--- src/rtl/burst_write_pkg.sv ---
// Shared state encoding and default widths for the Avalon-MM burst write master.
package burst_write_pkg;

    localparam int BWM_ADDRESS_WIDTH     = 32;
    localparam int BWM_DATA_WIDTH        = 32;
    localparam int BWM_BYTE_ENABLE_WIDTH = 4;
    localparam int BWM_BURST_WIDTH       = 4;
    localparam int BWM_FIFO_DEPTH        = 8;
    localparam int BWM_FIFO_WIDTHU       = 3;

    typedef enum logic [3:0] {
        ST_IDLE     = 4'b0001,
        ST_WAITDATA = 4'b0010,
        ST_BURST    = 4'b0100,
        ST_DONE     = 4'b1000
    } state_t;

endpackage

--- src/rtl/burst_write_fifo.sv ---
// Synchronous show-ahead FIFO: the head word is visible on q one cycle after it is pushed.
module burst_write_fifo #(
    parameter int WIDTH  = 32,
    parameter int DEPTH  = 8,
    parameter int WIDTHU = 3
) (
    input  logic              clk,
    input  logic              reset,
    input  logic              wrreq,
    input  logic [WIDTH-1:0]  data,
    input  logic              rdreq,
    output logic [WIDTH-1:0]  q,
    output logic              full,
    output logic              empty,
    output logic [WIDTHU:0]   usedw
);

    localparam logic [WIDTHU:0] FULL_LVL = (WIDTHU+1)'(DEPTH);
    localparam logic [WIDTHU:0] PTR_ONE  = (WIDTHU+1)'(1);

    logic [WIDTH-1:0]  r_mem [DEPTH];
    logic [WIDTHU:0]   r_wr_ptr;
    logic [WIDTHU:0]   r_rd_ptr;
    logic              w_push;
    logic              w_pop;

    // Pointers carry one extra bit so a full FIFO is distinguishable from an empty one.
    assign usedw  = r_wr_ptr - r_rd_ptr;
    assign full   = (usedw == FULL_LVL);
    assign empty  = (usedw == '0);
    assign w_push = wrreq & ~full;
    assign w_pop  = rdreq & ~empty;
    assign q      = r_mem[r_rd_ptr[WIDTHU-1:0]];

    always_ff @(posedge clk) begin
        if (!reset) begin
            r_wr_ptr <= '0;
            r_rd_ptr <= '0;
        end else begin
            if (w_push)
                r_wr_ptr <= r_wr_ptr + PTR_ONE;
            if (w_pop)
                r_rd_ptr <= r_rd_ptr + PTR_ONE;
        end
    end

    always_ff @(posedge clk) begin
        if (w_push)
            r_mem[r_wr_ptr[WIDTHU-1:0]] <= data;
    end

endmodule

--- src/rtl/burst_write_master.sv ---
// Avalon-MM bursting write master fed by a show-ahead FIFO.
// Optional per-beat byte enables: define BURST_WRITE_MASTER_BYTEENABLE_EN.
module burst_write_master
    import burst_write_pkg::*;
#(
    parameter int ADDRESS_WIDTH     = BWM_ADDRESS_WIDTH,
    parameter int DATA_WIDTH        = BWM_DATA_WIDTH,
    parameter int BYTE_ENABLE_WIDTH = BWM_BYTE_ENABLE_WIDTH,
    parameter int BURST_WIDTH       = BWM_BURST_WIDTH,
    parameter int FIFO_DEPTH        = BWM_FIFO_DEPTH,
    parameter int FIFO_WIDTHU       = BWM_FIFO_WIDTHU
) (
    input  logic                         clk,
    input  logic                         reset,
    output logic [ADDRESS_WIDTH-1:0]     master_address,
    output logic                         master_write,
    output logic [DATA_WIDTH-1:0]        master_writedata,
    output logic [BURST_WIDTH-1:0]       master_burstcount,
    output logic [BYTE_ENABLE_WIDTH-1:0] master_byteenable,
    input  logic                         master_waitrequest,
    input  logic                         ctrl_start,
    input  logic [ADDRESS_WIDTH-1:0]     ctrl_baseaddress,
    input  logic [BURST_WIDTH-1:0]       ctrl_burstcount,
    output logic                         ctrl_busy,
    output logic                         ctrl_done,
    input  logic                         ctrl_write,
    input  logic [DATA_WIDTH-1:0]        ctrl_writedata,
`ifdef BURST_WRITE_MASTER_BYTEENABLE_EN
    input  logic [BYTE_ENABLE_WIDTH-1:0] ctrl_byteenable,
`endif
    output logic                         ctrl_full,
    output logic [FIFO_WIDTHU:0]         ctrl_used
);

`ifdef BURST_WRITE_MASTER_BYTEENABLE_EN
    localparam int FIFO_W = DATA_WIDTH + BYTE_ENABLE_WIDTH;
`else
    localparam int FIFO_W = DATA_WIDTH;
`endif
    localparam int CMP_W = (BURST_WIDTH > FIFO_WIDTHU + 1) ? BURST_WIDTH : FIFO_WIDTHU + 1;
    localparam logic [BURST_WIDTH-1:0] BURST_ONE = BURST_WIDTH'(1);

    state_t                   r_state;
    logic [ADDRESS_WIDTH-1:0] r_address;
    logic [BURST_WIDTH-1:0]   r_burstcount;
    logic [BURST_WIDTH-1:0]   r_beat;
    logic                     r_write;
    logic                     r_busy;
    logic                     r_done;

    logic [FIFO_W-1:0]        w_fifo_din;
    logic [FIFO_W-1:0]        w_fifo_q;
    logic                     w_fifo_full;
    logic                     w_fifo_empty;
    logic [FIFO_WIDTHU:0]     w_used;
    logic                     w_beat;
    logic                     w_last;
    logic                     w_clamp;
    logic                     w_data_ready;
    logic [BURST_WIDTH-1:0]   w_start_count;

`ifdef BURST_WRITE_MASTER_BYTEENABLE_EN
    assign w_fifo_din        = {ctrl_byteenable, ctrl_writedata};
    assign master_byteenable = w_fifo_q[FIFO_W-1 -: BYTE_ENABLE_WIDTH];
`else
    assign w_fifo_din        = ctrl_writedata;
    assign master_byteenable = '1;
`endif

    burst_write_fifo #(
        .WIDTH  (FIFO_W),
        .DEPTH  (FIFO_DEPTH),
        .WIDTHU (FIFO_WIDTHU)
    ) u_fifo (
        .clk   (clk),
        .reset (reset),
        .wrreq (ctrl_write),
        .data  (w_fifo_din),
        .rdreq (w_beat),
        .q     (w_fifo_q),
        .full  (w_fifo_full),
        .empty (w_fifo_empty),
        .usedw (w_used)
    );

    // A burst never asks for more words than the FIFO can ever hold.
    assign w_clamp       = CMP_W'(ctrl_burstcount) > CMP_W'(FIFO_DEPTH);
    assign w_start_count = w_clamp ? BURST_WIDTH'(FIFO_DEPTH) : ctrl_burstcount;
    assign w_data_ready  = CMP_W'(w_used) >= CMP_W'(r_burstcount);
    assign w_beat        = r_write & ~master_waitrequest & ~w_fifo_empty;
    assign w_last        = (r_beat == r_burstcount - BURST_ONE);

    always_ff @(posedge clk) begin
        if (!reset) begin
            r_state      <= ST_IDLE;
            r_address    <= '0;
            r_burstcount <= '0;
            r_beat       <= '0;
            r_write      <= 1'b0;
            r_busy       <= 1'b0;
            r_done       <= 1'b0;
        end else begin
            case (r_state)
                ST_IDLE: begin
                    if (ctrl_start) begin
                        r_address    <= ctrl_baseaddress;
                        r_burstcount <= w_start_count;
                        r_beat       <= '0;
                        r_busy       <= 1'b1;
                        r_state      <= ST_WAITDATA;
                    end
                end
                ST_WAITDATA: begin
                    // A zero-length request completes without touching the bus.
                    if (r_burstcount == '0) begin
                        r_busy  <= 1'b0;
                        r_done  <= 1'b1;
                        r_state <= ST_DONE;
                    end else if (w_data_ready) begin
                        r_write <= 1'b1;
                        r_state <= ST_BURST;
                    end
                end
                ST_BURST: begin
                    if (w_beat) begin
                        r_beat <= r_beat + BURST_ONE;
                        if (w_last) begin
                            r_write <= 1'b0;
                            r_busy  <= 1'b0;
                            r_done  <= 1'b1;
                            r_state <= ST_DONE;
                        end
                    end
                end
                ST_DONE: begin
                    if (!ctrl_start) begin
                        r_done  <= 1'b0;
                        r_state <= ST_IDLE;
                    end
                end
                default: r_state <= ST_IDLE;
            endcase
        end
    end

    assign master_address    = r_address;
    assign master_burstcount = r_burstcount;
    assign master_write      = r_write;
    assign master_writedata  = w_fifo_q[DATA_WIDTH-1:0];
    assign ctrl_busy         = r_busy;
    assign ctrl_done         = r_done;
    assign ctrl_full         = w_fifo_full;
    assign ctrl_used         = w_used;

endmodule

--- config.mk ---
export PLATFORM = sky130hd
export DESIGN_NAME = burst_write_master
export DESIGN_NICKNAME = d
export VERILOG_FILES = /design/src/rtl/burst_write_pkg.sv /design/src/rtl/burst_write_fifo.sv /design/src/rtl/burst_write_master.sv
export SDC_FILE = /design/constraint.sdc
export NUM_CORES = 1
export LEC_CHECK = 0
export ABC_AREA = 0
export BUFFER_PORTS_ARGS = -buffer_cell sky130_fd_sc_hd__buf_2
export CORE_UTILIZATION = 55
export DETAILED_ROUTE_END_ITERATION = 10
export PLACE_DENSITY_LB_ADDON = 0.08
export SYNTH_ARGS = -nofsm -noshare
export SYNTH_HDL_FRONTEND = slang
export SYNTH_HIERARCHICAL = 1
export SYNTH_SLANG_ARGS = --single-unit
--- constraint.sdc ---
create_clock -name clk -period 10.1 [get_ports clk]
set_input_delay 0 -clock clk [delete_from_list [all_inputs] [get_ports clk]]
set_output_delay 0 -clock clk [all_outputs]
set_load 0.02 [all_outputs]
==> results.rst <==
.. list-table::
   :header-rows: 1

   * - Metric
     - Value
   * - Floorplan core area
     - 22,000 sq um
   * - Post-CTS setup buffer count
     - 0
   * - Diode count
     - 0
   * - Number of design-rule violations left by the first detailed-router iteration
     - 409
   * - Failing checks
     - design-rule violations
   * - Io pins
     - 153
   * - Max_slew headroom
     - 28.0%
   * - Synth Instances
     - 696
   * - Minimum clock period
     - 3460 ps
   * - Portion of the clock cycle consumed by the worst path in the final layout
     - 34.3%
   * - Row cnt
     - 54
   * - Maximum number of pins on one net before global-route repair
     - 65
   * - Depth of the worst register-to-register path
     - 10
   * - VDD IR-drop max
     - 0.166 mV
   * - Cell area after synthesis
     - 12,500 sq um
   * - Post-place setup slack
     - 6690 ps
   * - Area of combinational cells with multiple inputs
     - 3440 sq um
   * - Post-synthesis cell type count
     - 57
   * - Async set or reset register ratio after synthesis
     - 0%
   * - DRT Pass-1 Iters
     - 9
   * - Area used by sequential logic in the layout
     - 8850 sq um
   * - Die area
     - 23,300 sq um
   * - Result of the run
     - complete, but fails checks
   * - Post-route insts no fill
     - 1,236
   * - Resized cells post-CTS
     - 0
   * - Number of buffers created by CTS
     - 31
   * - HPWL after detailed placement
     - 15.0 mm
   * - Number of synthesized register bits
     - 314
   * - Via count
     - 7,008
   * - Final Net Count
     - 1,017
   * - Number of hold-slack violations in the final timing report
     - 0
   * - Total routed wirelength
     - 25.4 mm
   * - Data required, critical path
     - 10,280 ps
   * - Number of port buffers
     - 148
   * - Worst min-delay path class
     - in -> reg
   * - Post-route ant nets
     - 0
   * - Largest driver fanout on the critical path
     - 32
   * - Combined global-route utilization of all metal layers
     - 22.4%
   * - Number of synthesized flops with an enable pin
     - 256
   * - CTS hold repair buffers
     - 74
   * - Commonest cells post-synth
     - sky130_fd_sc_hd__edfxtp_1, sky130_fd_sc_hd__nand2_1, sky130_fd_sc_hd__mux4_2, sky130_fd_sc_hd__dfxtp_1, sky130_fd_sc_hd__mux2_2
   * - Setup repair after global routing missed its margin
     - no
   * - Portion of total power attributed to sequential cells
     - 50.4%
   * - H-tree level count
     - 1
   * - CTS sink cnt
     - 314
   * - Switching share of power
     - 22.3%
   * - Post-synth top flop
     - sky130_fd_sc_hd__edfxtp_1
   * - Via count of the first global-routing pass
     - 7,530
   * - Worst hold path startpoint
     - reset
   * - Clock tree from TritonCTS
     - built
   * - Library cell with the highest instance count after synthesis
     - sky130_fd_sc_hd__edfxtp_1
   * - Root buffer selected by CTS
     - sky130_fd_sc_hd__clkbuf_16
   * - Clock slew at reported path FFs
     - 60 ps
   * - Number of fill cells in the layout
     - 1,398
   * - Number of buffers on the longest clock path
     - 3
   * - Combinational Power Share
     - 8.7%
   * - Share of the synthesized area in the top cell type
     - 61.5%
   * - Power Dens Cells
     - 190 nW/um^2
   * - Worst clock skew
     - 20.8 ps
   * - Later-pin clock latency in the skew report
     - 560 ps
   * - Average size of a mapped cell
     - 17.9 sq um
   * - Antenna violations before repair
     - 0
   * - Overflow left after global routing
     - 0
   * - Detailed-route vias per instance
     - 5.67
   * - Final Cell Area
     - 15,400 sq um
   * - Switching power summed over all nets
     - 0.650 mW
   * - Global-route wire length before repair
     - 40.5 mm
   * - Post-route total power
     - 2.92 mW
   * - Area added between synthesis and finish
     - 22.9%
   * - Count of unresolved DRC violations after routing
     - 5
   * - Worst setup startpoint
     - u_fifo/r_wr_ptr[0]
   * - Clk network pwr share
     - 41.0%
   * - Utilization of the core after routing
     - 69.7%
   * - Largest area contributor in the netlist
     - sky130_fd_sc_hd__edfxtp_1
   * - Cell count after placement
     - 1,104
   * - Data arrival at the endpoint of the critical path
     - 3650 ps
   * - Max-cap viol count
     - 0
   * - Total number of yosys warnings
     - 6
   * - Number of setup violations in the final report
     - 0
   * - CP startpoint kind
     - register
   * - Final setup margin
     - 6640 ps
   * - Die X-Extent
     - 153 microns
   * - Cell internal pwr
     - 2.27 mW
   * - RR Startpoint
     - u_fifo/r_wr_ptr[0]
   * - Worst-Margin Slew
     - 1080 ps
   * - Instance area after placement
     - 13,500 sq um
   * - Fmax
     - 0.289 GHz
   * - Portion of the post-synthesis area used by sequential elements
     - 70.8%
   * - GP Congestion
     - 0.813
   * - Share of cells above drive strength 1
     - 35.9%
   * - Initial core utilization
     - 56.7%
   * - Final TNS setup
     - 0 ps
   * - Max-slew violation total from the final report
     - 0
   * - Worst hold slack
     - 39.7 ps
   * - Worst Setup End Kind
     - register
   * - Vertical die dimension
     - 153 microns
   * - Type of the worst setup path
     - reg -> reg
   * - Biggest area contributors in the synthesized netlist
     - sky130_fd_sc_hd__edfxtp_1, sky130_fd_sc_hd__mux4_2, sky130_fd_sc_hd__dfxtp_1, sky130_fd_sc_hd__mux2_2, sky130_fd_sc_hd__nand2_1
   * - Static leakage power
     - 5.36 nW
   * - Average routed wire per standard cell
     - 20.6 microns
   * - Instance count along the most critical hold path
     - 2
layer usage:
metal	global-route usage (%)	up-vias	wire length [microns]
met4	6.78	0	673
li1	-	3175	-
met2	38.1	224	12700
met3	4.15	56	1360
met5	0	-	0
met1	29.4	3553	10700
worst max-delay path, cell delays in order, from the launching register on:
cell                       delay (ps)
sky130_fd_sc_hd__dfxtp_1          420
sky130_fd_sc_hd__inv_1            240
sky130_fd_sc_hd__ha_1             200
sky130_fd_sc_hd__inv_1             60
sky130_fd_sc_hd__fa_1             420
sky130_fd_sc_hd__xor2_1           270
sky130_fd_sc_hd__or3_1            270
sky130_fd_sc_hd__a21oi_4           70
sky130_fd_sc_hd__nand2b_1         380
sky130_fd_sc_hd__nor4_2           240
sky130_fd_sc_hd__buf_4            480
final timing paths:
check | to | slack, ps
setup / recovery | u_fifo/r_mem[5][5] | 6640
hold / removal | r_state[0] | 40
setup reg to reg | u_fifo/r_mem[5][5] | 6640
hold reg to reg | master_address[28] | 460
power by group through the flow:
stage / combinational, mW / clock [mW] / sequential (mW)
after floorplan: 0.133 / 0 / 1.51
after global placement: 0.221 / 0 / 1.49
after detailed placement: 0.231 / 0 / 1.50
after CTS: 0.253 / 1.22 / 1.47
after global routing: 0.273 / 1.27 / 1.47
final: 0.253 / 1.20 / 1.47
cell families after synthesis:
group,Yosys count,share of synthesized area [%]
multiplexers,102,14.9
AO/OA/AOI/OAI,65,4.32
buffers and inverters,51,2.14
other,1,0.0300
adder cells (fa/ha/maj),13,1.36
flip-flops,314,70.8
AND/OR/NAND/NOR,137,5.50
XOR/XNOR,13,0.911
final cells by class:
type | count | area share [%]
Sequential cell | 314 | 57.7
Multi-Input combinational cell | 334 | 22.4
Timing Repair Buffer | 235 | 10.3
Clock buffer | 34 | 5.13
Tap cell | 280 | 2.28
Clock inverter | 24 | 1.87
Inverter | 15 | 0.367
cells in the final DEF (no fill, tap or decap), drive strengths merged, types with 5 or more instances in the layout:
cell type and count:
edfxtp 256, buf 161, nand2 79, dlygate4sd3 74, mux4 64, dfxtp 58, a21boi 40, clkbuf 34
mux2 32, inv 17, ha 12, clkinv 10, xor2 9, nor2 9, nor2b 9, nor4 7
mux2i 6, clkinvlp 6, bufinv 6, o21ai 6, a21oi 6, nor3 5, nand4 5
flip-flops by register name, summed over array words and instances, names as in the netlist, named ones only:
name / cells
ctrl_busy: 1
master_burstcount: 4
ctrl_done: 1
r_state: 4
u_fifo/r_wr_ptr: 4
u_fifo/r_rd_ptr: 4
master_address: 32
u_fifo/r_mem: 256
r_beat: 4
master_write: 1
Note: power is estimated with default switching activity, not from simulation.
